==> config.mk <==
export PLATFORM = sky130hd
export DESIGN_NAME = sram_port_arbiter
export DESIGN_NICKNAME = d
export VERILOG_FILES = /design/src/rtl/sram_arb_pkg.sv /design/src/rtl/sram_port_arbiter_pick.sv /design/src/rtl/sram_port_arbiter.sv
export SDC_FILE = /design/constraint.sdc
export NUM_CORES = 1
export LEC_CHECK = 0
export ABC_CLOCK_PERIOD_IN_PS = 2500
export CAP_MARGIN = 25
export CORE_AREA = 2 2 99 101
export DETAILED_ROUTE_END_ITERATION = 12
export DIE_AREA = 0 0 101 103
export PLACE_DENSITY_LB_ADDON = 0.1
export SLEW_MARGIN = 15
export SYNTH_ARGS = -nofsm -noshare
export SYNTH_HDL_FRONTEND = slang
export SYNTH_SLANG_ARGS = --single-unit
export TNS_END_PERCENT = 50
==> constraint.sdc <==
create_clock -name clk -period 2.5 [get_ports clk]
set_input_delay 0.25 -clock clk [delete_from_list [all_inputs] [get_ports clk]]
set_output_delay 0.25 -clock clk [all_outputs]
set_load 0.01 [all_outputs]
==> src/rtl/sram_arb_pkg.sv <==
// Shared types and helpers for the SRAM port arbiter.
// Optional round-robin tie-break is enabled with SRAM_ARB_ROUND_ROBIN_EN.
package sram_arb_pkg;

    typedef enum logic [1:0] {
        IDLE  = 2'd0,
        OWN_A = 2'd1,
        OWN_B = 2'd2
    } arb_state_t;

    typedef logic owner_t;

    localparam owner_t OWNER_A = 1'b0;
    localparam owner_t OWNER_B = 1'b1;

    function automatic int clog2(input int value);
        int width;
        width = 0;
        for (int i = 0; i < 31; i++) begin
            if ((1 << width) < value) begin
                width = width + 1;
            end
        end
        return (width < 1) ? 1 : width;
    endfunction

    // Counter must be able to hold MAX_LOCK itself.
    function automatic int lock_cnt_width(input int max_lock);
        return clog2(max_lock + 1);
    endfunction

endpackage

==> src/rtl/sram_port_arbiter_pick.sv <==
// Combinational grant selection for the two SRAM requesters.
// Tie-break policy depends on SRAM_ARB_ROUND_ROBIN_EN (fixed A-priority when undefined).
module sram_arb_pick
    import sram_arb_pkg::*;
(
    input  logic       a_req,
    input  logic       b_req,
    input  arb_state_t state,
`ifdef SRAM_ARB_ROUND_ROBIN_EN
    input  owner_t     last_grant,
`endif
    input  logic       yield_valid,
    input  owner_t     yield_owner,
    output logic       a_grant,
    output logic       b_grant
);

    logic tie_to_b;

    // A side just force-released by the lock timeout loses the next tie.
    always_comb begin
        if (yield_valid) begin
            tie_to_b = (yield_owner == OWNER_A);
        end else begin
`ifdef SRAM_ARB_ROUND_ROBIN_EN
            tie_to_b = (last_grant == OWNER_A);
`else
            tie_to_b = 1'b0;
`endif
        end
    end

    always_comb begin
        // NOTE: every output gets a default first so no path can infer a latch.
        a_grant = 1'b0;
        b_grant = 1'b0;
        case (state)
            OWN_A: a_grant = a_req;
            OWN_B: b_grant = b_req;
            default: begin
                if (a_req && b_req) begin
                    a_grant = !tie_to_b;
                    b_grant = tie_to_b;
                end else begin
                    a_grant = a_req;
                    b_grant = b_req;
                end
            end
        endcase
    end

endmodule

==> src/rtl/sram_port_arbiter.sv <==
// Two-port arbiter in front of a single-port, byte-writable SRAM with locked sequences.
// Define SRAM_ARB_ROUND_ROBIN_EN for round-robin ties; default is fixed A priority.
module sram_port_arbiter
    import sram_arb_pkg::*;
#(
    parameter int ADDR_WIDTH = 14,
    parameter int DATA_WIDTH = 32,
    parameter int MAX_LOCK   = 8
) (
    input  logic                    clk,
    input  logic                    reset,

    input  logic                    a_req,
    input  logic                    a_lock,
    input  logic [ADDR_WIDTH-1:0]   a_addr,
    input  logic [DATA_WIDTH-1:0]   a_din,
    input  logic [DATA_WIDTH/8-1:0] a_write_en,
    output logic                    a_ack,
    output logic                    a_rd_valid,
    output logic [DATA_WIDTH-1:0]   a_dout,

    input  logic                    b_req,
    input  logic                    b_lock,
    input  logic [ADDR_WIDTH-1:0]   b_addr,
    input  logic [DATA_WIDTH-1:0]   b_din,
    input  logic [DATA_WIDTH/8-1:0] b_write_en,
    output logic                    b_ack,
    output logic                    b_rd_valid,
    output logic [DATA_WIDTH-1:0]   b_dout,

    output logic [ADDR_WIDTH-1:0]   mem_addr,
    output logic [DATA_WIDTH-1:0]   mem_din,
    output logic [DATA_WIDTH/8-1:0] mem_write_en,
    input  logic [DATA_WIDTH-1:0]   mem_dout
);

    localparam int BE_W  = DATA_WIDTH / 8;
    localparam int CNT_W = lock_cnt_width(MAX_LOCK);
    localparam logic [CNT_W-1:0] CNT_MAX = CNT_W'(MAX_LOCK);

    arb_state_t         state_q, state_d;
    logic [CNT_W-1:0]   cnt_q, cnt_d, cnt_inc;
    logic               yield_valid_q, yield_valid_d;
    owner_t             yield_owner_q, yield_owner_d;
    logic               pend_valid_q;
    owner_t             pend_owner_q;

    logic               a_grant, b_grant;
    logic               any_grant;
    owner_t             grant_owner;
    logic               grant_lock;
    logic [BE_W-1:0]    grant_we;
    logic               grant_read;

`ifdef SRAM_ARB_ROUND_ROBIN_EN
    owner_t             last_grant_q;
`endif

    sram_arb_pick u_pick (
        .a_req       (a_req),
        .b_req       (b_req),
        .state       (state_q),
`ifdef SRAM_ARB_ROUND_ROBIN_EN
        .last_grant  (last_grant_q),
`endif
        .yield_valid (yield_valid_q),
        .yield_owner (yield_owner_q),
        .a_grant     (a_grant),
        .b_grant     (b_grant)
    );

    assign a_ack       = a_grant;
    assign b_ack       = b_grant;
    assign any_grant   = a_grant || b_grant;
    assign grant_owner = b_grant ? OWNER_B : OWNER_A;
    assign grant_lock  = b_grant ? b_lock : a_lock;
    assign grant_we    = b_grant ? b_write_en : a_write_en;
    assign grant_read  = any_grant && (grant_we == '0);
    assign cnt_inc     = cnt_q + 1'b1;

    // Without a grant the address/data simply follow port A; the zero strobe makes it harmless.
    assign mem_addr     = b_grant ? b_addr : a_addr;
    assign mem_din      = b_grant ? b_din  : a_din;
    assign mem_write_en = ({BE_W{a_grant}} & a_write_en) | ({BE_W{b_grant}} & b_write_en);

    assign a_rd_valid = pend_valid_q && (pend_owner_q == OWNER_A);
    assign b_rd_valid = pend_valid_q && (pend_owner_q == OWNER_B);
    assign a_dout     = mem_dout;
    assign b_dout     = mem_dout;

    always_comb begin
        state_d       = state_q;
        cnt_d         = cnt_q;
        yield_valid_d = yield_valid_q;
        yield_owner_d = yield_owner_q;

        if ((state_q == IDLE) && any_grant) begin
            yield_valid_d = 1'b0;
        end

        if (any_grant) begin
            if (grant_lock) begin
                if (cnt_inc == CNT_MAX) begin
                    state_d       = IDLE;
                    cnt_d         = '0;
                    yield_valid_d = 1'b1;
                    yield_owner_d = grant_owner;
                end else begin
                    state_d = (grant_owner == OWNER_B) ? OWN_B : OWN_A;
                    cnt_d   = cnt_inc;
                end
            end else begin
                state_d = IDLE;
                cnt_d   = '0;
            end
        end else begin
            case (state_q)
                OWN_A: begin
                    if (!a_req && !a_lock) begin
                        state_d = IDLE;
                        cnt_d   = '0;
                    end
                end
                OWN_B: begin
                    if (!b_req && !b_lock) begin
                        state_d = IDLE;
                        cnt_d   = '0;
                    end
                end
                default: ;
            endcase
        end
    end

    // NOTE: sequential state uses non-blocking assignments so every register samples pre-edge values.
    always_ff @(posedge clk or posedge reset) begin
        if (reset) begin
            state_q       <= IDLE;
            cnt_q         <= '0;
            yield_valid_q <= 1'b0;
            yield_owner_q <= OWNER_A;
            pend_valid_q  <= 1'b0;
            pend_owner_q  <= OWNER_A;
        end else begin
            state_q       <= state_d;
            cnt_q         <= cnt_d;
            yield_valid_q <= yield_valid_d;
            yield_owner_q <= yield_owner_d;
            pend_valid_q  <= grant_read;
            pend_owner_q  <= grant_owner;
        end
    end

`ifdef SRAM_ARB_ROUND_ROBIN_EN
    always_ff @(posedge clk or posedge reset) begin
        if (reset) begin
            last_grant_q <= OWNER_A;
        end else if (any_grant) begin
            last_grant_q <= grant_owner;
        end
    end
`endif

endmodule

After elaboration in Yosys (flattened, before gate mapping):

Index checks and enable logic that the tools add are counted.
W data, S select, Z words.

* output and inout bits: 118
* bits in registers: 10
* bits of input ports: 138

* mux-type cells: 27
* equal/unequal tests: 5
* bitwise operators: 5
* reductions and logical operators: 18
* add/subtract/negate cells: 1

Operators by type and width (count)
* $mux W32: 1
* $mux W4: 6
* $mux W14: 1
* $mux W2: 6
* $mux W1: 9
* $and A4 B4 Y4: 2
* $pmux W4 S2: 1
* $logic_and A1 B1 Y1: 7
* $ne A3 B3 Y1 const B: 2
* $reduce_and A3 Y1: 2
* $logic_not A1 Y1: 5
* $add A4 B1 Y4 const B: 1
* $eq A4 B4 Y1 const B: 1
* $logic_not A4 Y1: 1
* $or A4 B4 Y4: 1
* $pmux W1 S2: 2
* $pmux W2 S2: 1
* $reduce_bool A3 Y1: 1
* $eq A2 B1 Y1 const B: 1
* $eq A2 B2 Y1 const B: 1
* $logic_not A2 Y1: 1
* $not A1 Y1: 2
* $logic_or A1 B1 Y1: 1

Logic depth before layout (Yosys ltp):

* word-level depth: 11
* gate-level depth with buffers: 9
* gate-level depth less buffers: 8

Hierarchy:

A second synthesis with hierarchy kept.

* cell total of the unflattened synthesis: 183
* area total of the unflattened synthesis: 1726.7 µm²

Modules (own cells, without submodules)
* sram_port_arbiter: cells each 174, instances 1, sequential area each 250.2 µm², area each 1654.1 µm²
* sram_arb_pick: cells each 9, instances 1, sequential area each 0.0 µm², area each 72.6 µm²

Worst setup path before layout:

OpenSTA, ideal clock, no wires.

* path kind: register -> output
* start: register state_q[0]
* end: output mem_din[23]
* slack: 462 ps
* arrival time: 1788 ps
* cell stages (with the launch flop): 10
* buffers on the path: 2
* cells stage by stage: dfrtp_1 -> inv_1 -> ha_1 -> nand2b_1 -> o311ai_4 -> inv_2 -> buf_2 -> buf_1 -> nand2_1 -> nand2_1

* word-level cells in the longest chain between the ends: 3
* elaborated cells between the ends (all ways): 4

Ends and longest elaborated chain
* start, declared: line sram_port_arbiter.sv:41 `arb_state_t state_q, state_d;`
* start signal, assigned: line sram_port_arbiter.sv:145 `state_q <= state_d;`
* $eq A2 B2 Y1 or $eq A2 B1 Y1 (tied branches): line sram_port_arbiter_pick.sv:37 `case (state)`
* $pmux W1 S2 *: line sram_port_arbiter_pick.sv:37
* named net b_ack: line sram_port_arbiter.sv:27 `output logic b_ack,`
* $mux W32 *: line sram_port_arbiter.sv:83 `assign mem_din = b_grant ? b_din : a_din;`
* end, declared: line sram_port_arbiter.sv:32 `output logic [DATA_WIDTH-1:0] mem_din,`

Mark *: on every way through the listed nets, which the timed path passes. The rest lies on a longest branch.

Worst setup path in the final report:

* start: register state_q[1]
* end: output mem_din[15]

* word-level cells in the longest chain between the ends: 3
* elaborated cells between the ends (all ways): 4

Ends and longest elaborated chain (line)
* $eq A2 B2 Y1 or $eq A2 B1 Y1 (tied branches): sram_port_arbiter_pick.sv:37
* $pmux W1 S2 *: sram_port_arbiter_pick.sv:37
* $mux W32 *: sram_port_arbiter.sv:83

Mark *: on every way between the ends. The rest lies on a longest branch, timed or not.

==> impl_metrics.env <==
export IMPL_diodes=0
export IMPL_fin_crit_sh_pct=99.6
export IMPL_grt_pass1_vias=1966
export IMPL_final_setup_tns_ns=0
export IMPL_combPwrFrac_pct=82.5
export IMPL_ir_drop_uv=228
export IMPL_grt_antenna_before_repair=0
export IMPL_postRouteAntennaNets=0
export IMPL_grt_pass1_wl_mm=9.54
export IMPL_worst_slew_pin_slew_ns=0.386
export IMPL_drc_errors=0
export IMPL_ys_flop_type="dfrtp_1"
export IMPL_first_pass_iters=4
export IMPL_gr_total_overflow=0
export IMPL_routed_wl_mm=6.78
export IMPL_grt_busiest_layer="met2"
export IMPL_p_total_mw=2.43
export IMPL_wl_per_cell_um=13.6
export IMPL_gp_congestion=0.746
export IMPL_report_final_slew_viol_count=0
export IMPL_power_density_nw_per_um2=762
export IMPL_syn_inst=279
export IMPL_crit_type="flop to primary output"
export IMPL_synth_warning_count=0
export IMPL_rsz0062_at_grt="true"
export IMPL_hold_violations=0
export IMPL_hold_class="input port to async pin"
export IMPL_synthToLayoutAreaGrowth_pct=85.6
export IMPL_p_clk_share_pct=8.4
export IMPL_seq_area_frac_synth_pct=14.5
export IMPL_die_y_um=103
export IMPL_drtIter0Drc=34
export IMPL_fin_worst_skew_ns=0.00242
export IMPL_seq_power_share_pct=9.1
export IMPL_worst_slew_margin_rel_pct=74.3
export IMPL_arrival_ns=2.24
export IMPL_syn_area_um2=1720
export IMPL_dr_total_vias=1995
export IMPL_swShare_pct=43.2
export IMPL_grtUsageMet1_pct=13.8
export IMPL_synth_edf_count=0
export IMPL_clkTransAtPathRegs_ns=0.05
export IMPL_reg2reg_slack_ns=0.25
export IMPL_clockBufferDepth=2
export IMPL_power_switching_mw=1.05
export IMPL_dp_hpwl_mm=5.41
export IMPL_port_buffers=159
export IMPL_routed_via_density=4.01
export IMPL_min_period_ns=2.49
export IMPL_cellLeakagePower_nw=1.65
export IMPL_crit_path_end_kind="primary output"
export IMPL_start_util_pct=18.2
export IMPL_rr_worst_depth=8
export IMPL_h_tree_depth=1
export IMPL_cts_buffers=3
export IMPL_grt_max_degree=34
export IMPL_die_area_um2=10400
export IMPL_postSynthAreaPerCell_um2=6.17
export IMPL_r2r_end="yield_owner_q"
export IMPL_maxCapViolCount=0
export IMPL_required_ns=2.25
export IMPL_track_usage_pct=11.4
export IMPL_worstSkewPairLatency_ns=0.24
export IMPL_setup_viol=0
export IMPL_async_flop_share_pct=100
export IMPL_placed_area_um2=3040
export IMPL_fp_dieW_um=101
export IMPL_critPathLaunchType="flop"
export IMPL_fp_row_count=36
export IMPL_p_int_mw=1.38
export IMPL_synth_fp_nets=421
export IMPL_cts_root_buf="clkbuf_8"
export IMPL_nNetsFinal=527
export IMPL_io_pin_count=256
export IMPL_cp_max_fo=15
export IMPL_status="finished clean"
export IMPL_grt_met3_usage_pct=2.92
export IMPL_max_clock_freq_mhz=402
export IMPL_core_area_um2=9460
export IMPL_ys_types=31
export IMPL_cts_tree="built"
export IMPL_r2r_start="state_q[1]"
export IMPL_cts_sinks=10
export IMPL_drive_gt1_share_pct=8.07
export IMPL_n_fill_cell=1046
export IMPL_fin_area_um2=3190
export IMPL_ys_ff_latch=10
export IMPL_grt_use_met2_pct=19.8
## synthesized netlist by cell type (2+ instances only)
library cell / number / share of area, %
inv_1: 4 / 0.87
inv_2: 2 / 0.44
nand3_1: 3 / 0.87
nand2_1: 143 / 31
nand3b_1: 3 / 1.3
clkbuf_1: 4 / 0.87
o21ai_0: 6 / 1.7
ha_1: 4 / 2.9
dfrtp_1: 10 / 15
mux2_4: 2 / 1.7
nor2b_1: 2 / 0.73
buf_4: 64 / 28
a22o_1: 7 / 3.6
nand2b_1: 2 / 0.73
buf_2: 7 / 2.0
## cells by family after synthesis
group                    count (synthesis)  synth area share (%)
XOR/XNOR                                 1                 0.509
multiplexers                             2                  1.75
flip-flops                              10                  14.5
adder cells (fa/ha/maj)                  4                  2.91
buffers and inverters                   82                  32.4
AND/OR/NAND/NOR                        162                  39.3
AO/OA/AOI/OAI                           18                  8.58
## metrics by stage
stage | hold slack (ns) | cells | setup slack [ns] | util [%]
global placement | 0.500 | 488 | 0.0173 | 32.1
global route | 0.349 | 498 | -0.122 | 33.8
detailed placement | 0.500 | 488 | -0.0135 | 32.1
floorplan | 0.0902 | 279 | 0.462 | -
finish | 0.287 | 498 | 0.0112 | 33.8
CTS | 0.303 | 495 | -0.117 | 32.8
## placed cells by master (no fill, tap or decap), types with 4 or more instances in the layout
master             n
dlymetal6s2s_1    11
buf_6              4
buf_4              8
clkbuf_8           4
o21ai_0            6
clkdlybuf4s50_1  112
a22o_1             7
dfrtp_1           10
nand2_1          143
buf_12             4
dlygate4sd2_1     36
## how the worst max path moves through the flow
stage	cells past startpoint	start	to
finish	10	state_q[1]	mem_din[15]
global route	10	state_q[1]	mem_din[17]
CTS	8	state_q[1]	mem_din[24]
detailed placement	7	state_q[0]	mem_din[31]
global placement	7	state_q[0]	mem_addr[11]
floorplan	9	state_q[0]	mem_din[23]
## routing by layer
metal	up-vias	wire [um]	part of all wire (%)
met5	-	0	0
met4	0	116	1.7
met3	21	619	9.1
met2	110	3290	49
met1	842	2750	41
li1	1022	-	-
## what timing repair did
action | 4_1_cts | 5_1_grt
buffers inserted | 2 | 2
gates resized for setup | 47 | 15
gates cloned | 1 | 1
hold buffers | 0 | 0
setup endpoints to repair | 51 | 15
endpoints found under the hold margin | 0 | 0
pin swaps | 1 | 0
## power by group through the flow
stage	Combinational (mW)	Sequential (mW)	Clock, mW
after floorplan	1.00	0.221	0
after global placement	2.02	0.222	0
after detailed placement	2.01	0.223	0
after CTS	1.96	0.221	0.210
after global routing	2.21	0.228	0.221
final	2.01	0.222	0.205
## final cells by class
| type | count | area, um^2 | area share [%] |
|---|---|---|---|
| inverter | 6 | 27.5 | 0.862 |
| multi-input combinational | 187 | 926 | 29.0 |
| timing repair inverter | 1 | 7.51 | 0.235 |
| clock buffer | 4 | 55.1 | 1.72 |
| sequential | 10 | 250 | 7.84 |
| timing repair buffer | 176 | 1780 | 55.9 |
| tap | 114 | 143 | 4.47 |
## critical path, cell delays in order, from the launching register on
cell and delay (ns):
dfrtp_1 0.37, inv_1 0.12, ha_4 0.23, nand2b_1 0.11, o311ai_4 0.12, buf_6 0.16
inv_6 0.09, buf_12 0.15, nand2_1 0.06, nand2_1 0.05, clkdlybuf4s50_1 0.53
## flip-flops by register name (all words and copies together) (netlist names)
signal         count
pend_owner_q       1
pend_valid_q       1
yield_owner_q      1
cnt_q              4
state_q            2
yield_valid_q      1
No activity file was read; power rests on OpenSTA's default activity.
